--- config.mk ---
export PLATFORM = sky130hd
export DESIGN_NAME = dcp_print_engine
export DESIGN_NICKNAME = d
export VERILOG_FILES = /design/src/rtl/dcp_print_engine.sv
export SDC_FILE = /design/constraint.sdc
export NUM_CORES = 1
export LEC_CHECK = 0
export ABC_AREA = 1
export CAP_MARGIN = 10
export CORE_UTILIZATION = 25
export DETAILED_ROUTE_END_ITERATION = 10
export GPL_ROUTABILITY_DRIVEN = 0
export GPL_TIMING_DRIVEN = 0
export PLACE_DENSITY_LB_ADDON = 0.08
export REMOVE_ABC_BUFFERS = 1
export SYNTH_ARGS = -nofsm -noshare
export SYNTH_HDL_FRONTEND = slang
export SYNTH_SLANG_ARGS = --single-unit
export TNS_END_PERCENT = 1
--- constraint.sdc ---
create_clock -name clk -period 3.1 [get_ports clk]
set_input_delay 0.31 -clock clk [delete_from_list [all_inputs] [get_ports clk]]
set_output_delay 0.31 -clock clk [all_outputs]
set_load 0.05 [all_outputs]
--- src/rtl/dcp_print_engine.sv ---
// Print engine for the debug control processor: turns one print request
// (a single character or a 32-bit word as hex text) into ASCII bytes on a
// valid/ready stream towards the UART transmitter.
module dcp_print_engine #(
    parameter bit         HEX_UPPER = 1'b1,
    parameter bit         SEP_EN    = 1'b1,
    parameter logic [7:0] SEP_CHAR  = 8'h20
) (
    input  logic        clk,
    input  logic        rst,
    input  logic        req_tx,
    input  logic        type_tx,
    input  logic [31:0] dout_tx,
    output logic        ack_tx,
    output logic [7:0]  d_tx,
    output logic        vld_tx,
    input  logic        rdy_tx
);

    localparam int unsigned DW = 32;
    localparam int unsigned CW = 3;
    localparam int unsigned BW = 8;
    localparam logic [CW-1:0] LAST_DIGIT = CW'(7);

    typedef enum logic [2:0] {
        IDLE,
        SEND_CHAR,
        SEND_HEX,
        SEND_SEP,
        DONE
    } state_t;

    state_t          state, state_d;
    logic [CW-1:0]   cnt, cnt_d;
    logic [DW-1:0]   word, word_d;
    logic [BW-1:0]   d_d;
    logic            vld_d;
    logic            ack_d;
    logic            xfer;

    // ASCII encoding of one hex nibble
    function automatic logic [BW-1:0] hex_char(input logic [3:0] n);
        logic [BW-1:0] alpha_base;
        alpha_base = HEX_UPPER ? 8'h41 : 8'h61;
        if (n < 4'd10) begin
            return 8'h30 + BW'(n);
        end
        return alpha_base + BW'(n) - 8'd10;
    endfunction

    assign xfer = vld_tx & rdy_tx;

    // State, digit counter, latched word and registered outputs
    always_ff @(posedge clk or posedge rst) begin
        if (rst) begin
            state  <= IDLE;
            cnt    <= '0;
            word   <= '0;
            d_tx   <= '0;
            vld_tx <= 1'b0;
            ack_tx <= 1'b0;
        end else begin
            state  <= state_d;
            cnt    <= cnt_d;
            word   <= word_d;
            d_tx   <= d_d;
            vld_tx <= vld_d;
            ack_tx <= ack_d;
        end
    end

    // Next-state and next-output logic; the latched word is rotated so the
    // upcoming digit always sits in word[27:24]
    always_comb begin
        state_d = state;
        cnt_d   = cnt;
        word_d  = word;
        d_d     = d_tx;
        vld_d   = vld_tx;
        ack_d   = 1'b0;

        case (state)
            IDLE: begin
                if (req_tx) begin
                    word_d = dout_tx;
                    vld_d  = 1'b1;
                    if (type_tx) begin
                        state_d = SEND_HEX;
                        cnt_d   = '0;
                        d_d     = hex_char(dout_tx[31:28]);
                    end else begin
                        state_d = SEND_CHAR;
                        d_d     = dout_tx[7:0];
                    end
                end
            end
            SEND_CHAR: begin
                if (xfer) begin
                    state_d = DONE;
                    vld_d   = 1'b0;
                    ack_d   = 1'b1;
                end
            end
            SEND_HEX: begin
                if (xfer) begin
                    if (cnt != LAST_DIGIT) begin
                        cnt_d  = cnt + CW'(1);
                        word_d = {word[27:0], word[31:28]};
                        d_d    = hex_char(word[27:24]);
                    end else if (SEP_EN) begin
                        state_d = SEND_SEP;
                        d_d     = SEP_CHAR;
                    end else begin
                        state_d = DONE;
                        vld_d   = 1'b0;
                        ack_d   = 1'b1;
                    end
                end
            end
            SEND_SEP: begin
                if (xfer) begin
                    state_d = DONE;
                    vld_d   = 1'b0;
                    ack_d   = 1'b1;
                end
            end
            DONE: begin
                state_d = IDLE;
            end
            default: begin
                state_d = IDLE;
                vld_d   = 1'b0;
            end
        endcase
    end

endmodule

Word-level counts from Yosys, hierarchy flattened
Index checks and enable logic that the tools add are counted.
W data, S select, Z words.
{"block": "word_totals", "inputBits": 37, "ff_bits": 48}
{"block": "op_classes", "muxes": 37, "eq_ne": 11, "bitwise_logic": 2, "add_sub_neg": 7, "order_cmp": 2, "n_reduce_logical": 9}
{"cell": "$mux W32", "count": 3}
{"cell": "$mux W8", "count": 8}
{"cell": "$pmux W32 S2", "count": 1}
{"cell": "$mux W3", "count": 8}
{"cell": "$add A7 B4 Y8 const A", "count": 2}
{"cell": "$pmux W8 S2", "count": 1}
{"cell": "$sub A8 B4 Y8 const B", "count": 2}
{"cell": "$add A6 B4 Y7 const A", "count": 2}
{"cell": "$mux W1", "count": 12}
{"cell": "$ne A2 B2 Y1 const B", "count": 5}
{"cell": "$pmux W3 S3", "count": 1}
{"cell": "$lt A4 B4 Y1 const B", "count": 2}
{"cell": "$reduce_and A4 Y1", "count": 2}
{"cell": "$eq A3 B2 Y1 const B", "count": 2}
{"cell": "$pmux W3 S2", "count": 1}
{"cell": "$reduce_and A3 Y1", "count": 2}
{"cell": "$reduce_and A5 Y1", "count": 1}
{"cell": "$reduce_or A2 Y1", "count": 2}
{"cell": "$add A3 B1 Y3 const B", "count": 1}
{"cell": "$eq A3 B1 Y1 const B", "count": 1}
{"cell": "$eq A3 B3 Y1 const B", "count": 1}
{"cell": "$logic_not A3 Y1", "count": 1}
{"cell": "$ne A3 B3 Y1 const B", "count": 1}
{"cell": "$pmux W1 S3", "count": 1}
{"cell": "5 further kinds", "count": 5}

Longest topological paths before layout
{"block": "depth", "ltp_word": 9, "depth_mapped": 10, "ltp_nobuf": 10}

Worst setup path before layout
OpenSTA, ideal clock, no wires.
{"block": "synth_timing", "path_type": "reg-to-reg", "from": "reg vld_tx", "to": "reg cnt[1]", "synth_period_minus_slack_ps": 1714, "path_buffers": 2, "setup_slack_ps": 1386, "stages_incl_launch_ff": 9, "arrival_ps": 1649, "required_time_ps": 3035, "path_cell_list": "dfrtp_1 > nand2_1 > a21oi_1 > nand2_2 > nor2_4 > buf_6 > buf_6 > nand3b_1 > nand2_1"}
{"block": "synth_via", "elab_chain_cells": 3}
{"element": "start: declaration", "line_no": "16", "source": "output logic vld_tx,"}
{"element": "start signal: assignment", "line_no": "67", "source": "vld_tx <= vld_d;"}
{"element": "$and A1 B1 Y1", "line_no": "51", "source": "assign xfer = vld_tx & rdy_tx;"}
{"element": "$ne A2 B2 Y1 (no line)"}
{"element": "$reduce_and A5 Y1 (no line)"}
{"element": "end signal: assignment", "line_no": "64", "source": "cnt <= cnt_d;"}
{"element": "end: declaration", "line_no": "34", "source": "logic [CW-1:0] cnt, cnt_d;"}
No other way between the ends.
A chain may end at the register's enable or synchronous reset.

Final worst setup path
{"block": "layout_timing", "from": "reg state[2]", "to": "reg cnt[0]"}
{"block": "layout_via", "elab_chain_cells": 3}
{"element": "start: declaration", "line_no": "33", "source": "state_t state, state_d;"}
{"element": "start signal: assignment", "line_no": "63", "source": "state <= state_d;"}
{"element": "$eq A3 B2 Y1 / $logic_not A3 Y1 (equally long branches)", "line_no": "82", "source": "case (state)"}
{"element": "$ne A2 B2 Y1 (no line) / $reduce_bool A2 Y1 (equally long branches)"}
{"element": "$reduce_and A5 Y1 (no line)"}
Parallel ways exist; a longest one is shown, timed or not.

==> impl_metrics.json <==
{
  "grt_max_degree": 53,
  "drt_pass1_iterations": 4,
  "ioPinCount": 47,
  "totalWireLength_microns": 6390,
  "start_util": 0.256,
  "final_util": 0.323,
  "nets": 447,
  "syn_inst": 367,
  "final.period_utilization": 0.711,
  "clkSinkCount": 48,
  "hold_path.class": "primary input to asynchronous set/reset pin",
  "max_freq_mhz": 454,
  "gr-total-overflow": 0,
  "clock_path_buffers": 2,
  "async_reset_ff_frac": 1.00,
  "ys.flop_type": "dfrtp_1",
  "antenna_found_initial": 0,
  "htree_num_levels": 2,
  "area_delta_synth_final_pct": 26.3,
  "synth_commonest_cells": "nand2_1 (119), o21ai_0 (75), dfrtp_1 (48), inv_1 (48), nor2_1 (19)",
  "critPathArrivalTime_ns": 2.40,
  "worstPathMaxFanout": 52,
  "grt_pass1_vias": 2268,
  "ys_ff_latch": 48,
  "worst_setup_path_start_kind": "flip-flop",
  "hold_viol": 0,
  "dieHeight_microns": 105,
  "core_area_sq_um": 10300,
  "path_clk_slew_ns": 0.09,
  "die_area_sq_um": 10900,
  "power_density_nw_per_um2": 944,
  "synth_top_area_frac": 0.457,
  "synth.area.top_cells": "dfrtp_1 (46%), nand2_1 (17%), o21ai_0 (14%), inv_1 (6.9%), nor2_1 (2.7%)",
  "netSwitchingFraction": 0.472,
  "fin_skew_ns": 0.0129,
  "holdBufCountCts": 0,
  "synth-edff-count": 0,
  "grt_usage": 0.129,
  "end_kind": "flip-flop",
  "rsz0062_at_grt": "no",
  "worstMarginPinSlew_ns": 0.652,
  "outcome": "complete, no violations",
  "vias": 2284,
  "p_total_w": 0.00313,
  "synth.largest_area_cell": "dfrtp_1",
  "die_w_microns": 105,
  "p_switching_w": 0.00148,
  "ir_drop_uv": 446,
  "power_frac_clock": 0.128,
  "postCtsSetupRepairBufs": 0,
  "drt_iter0_drc": 97,
  "p_int_w": 0.00165,
  "cts-root-buf": "clkbuf_8",
  "cts_tree": "yes",
  "yosys.cell_types.count": 20,
  "final-setup-viol-count": 0,
  "avgSynthCellArea_sq_um": 7.16,
  "max_cap_violations": 0,
  "grt_pass1_wl_microns": 11400,
  "dp_hpwl_microns": 4520,
  "finalCriticalPeriod_ns": 2.20,
  "numCtsBuffers": 5,
  "via_per_inst": 4.21,
  "maxSlewViolCount": 0,
  "io_buffers": 46,
  "wl_per_cell_microns": 11.8,
  "path_class": "flip-flop to flip-flop",
  "syn_area_sq_um": 2630,
  "p_comb_frac": 0.536,
  "cts_resized": 0,
  "ant_nets": 0,
  "fp-row-count": 37,
  "slew-limit-headroom": 0.564,
  "power.leakage_nw": 1.62,
  "final_layout_size_suffix_gt1_frac": 0.0491,
  "clock_latency_ns": 0.30,
  "yosysWarnings": 0,
  "seqPwrFrac": 0.336,
  "yosysSeqAreaShare": 0.457,
  "whs_ns": 0.380,
  "yosys.cell_count.top_type": "nand2_1",
  "num_antenna_cells": 0,
  "worstPathRequired_ns": 3.29,
  "drc": 0
}
-- metrics by stage --
stage          std cells  instance area [sq um]  setup TNS [ns]  setup slack (ns)
2_1_floorplan        350                   2530               0             0.261
3_3_place_gp         532                   3160          -28.63            -0.940
3_5_place_dp         535                   3230               0             0.793
4_1_cts              543                   3320               0             0.848
5_1_grt              543                   3320               0             0.660
6_report             543                   3320               0             0.896
-- worst paths after layout --
kind                               start        to  slack, ns  depth (start not counted)
worst min register to register   d_tx[1]   d_tx[1]       0.48                          2
max in group asynchronous            rst  state[0]       2.18                          3
worst min-delay path                 rst  word[15]       0.38                          2
min in group clk                 d_tx[1]   d_tx[1]       0.48                          2
worst max-delay path            state[2]    cnt[0]       0.90                          8
worst max register to register  state[2]    cnt[0]       0.90                          8
-- critical path, cell delays in order, from the launching register on --
cell     delay (ns)
dfrtp_1        0.47
nor2_4         0.08
nand2_2        0.49
nor2_1         0.15
nor2_4         0.39
buf_12         0.27
nand2_1        0.13
nand2_1        0.08
nand2_1        0.04
-- logic make-up (layout without fill, tap and decap cells) --
logic type	Yosys count	in the layout	share of synthesized area
flops	48	48	0.457
simple gates	163	163	0.254
fa+ha+maj	4	4	0.0190
compound gates	85	85	0.163
buf+inv	67	107	0.107
-- routing by layer --
layer / vias up / global-route usage / share of wire
met4: 0 / 0.0276 / 0.0077
met2: 30 / 0.207 / 0.44
met1: 1021 / 0.178 / 0.52
met5: - / 0 / 0
li1: 1229 / - / -
met3: 4 / 0.0263 / 0.026
-- power groups by stage --
stage          Sequential, W  Clock, W  Combinational [W]
2_1_floorplan        0.00125         0           0.000966
3_3_place_gp         0.00107         0            0.00164
3_5_place_dp         0.00107         0            0.00170
4_1_cts              0.00106  0.000424            0.00171
5_1_grt              0.00109  0.000449            0.00195
6_report             0.00105  0.000400            0.00168
-- final cells by class --
cell class	count	area [sq um]
Fill cell	1176	6960
Timing Repair Buffer	49	520
Clock inverter	2	10.0
Sequential cell	48	1200
Tap cell	136	170
Multi-Input combinational cell	252	1150
Inverter	50	188
Clock buffer	6	82.6
-- state kept, by name (all words and copies together), names as in the netlist --
register  count
vld_tx        1
d_tx          8
cnt           3
state         3
word         32
ack_tx        1
-- placed cells by master, fill, tap and decap left out, drive strengths merged --
cell           instances
nor2                  21
buf                    3
nand2                122
o31ai                  1
clkinv                 2
o21ai                 76
ha                     4
a21oi                  8
inv                   50
nand4                  2
nor3                   3
nand3                 13
clkdlybuf4s50         46
clkbuf                 6
dfrtp                 48
nand3b                 2
(Power assumes the default switching activity.)
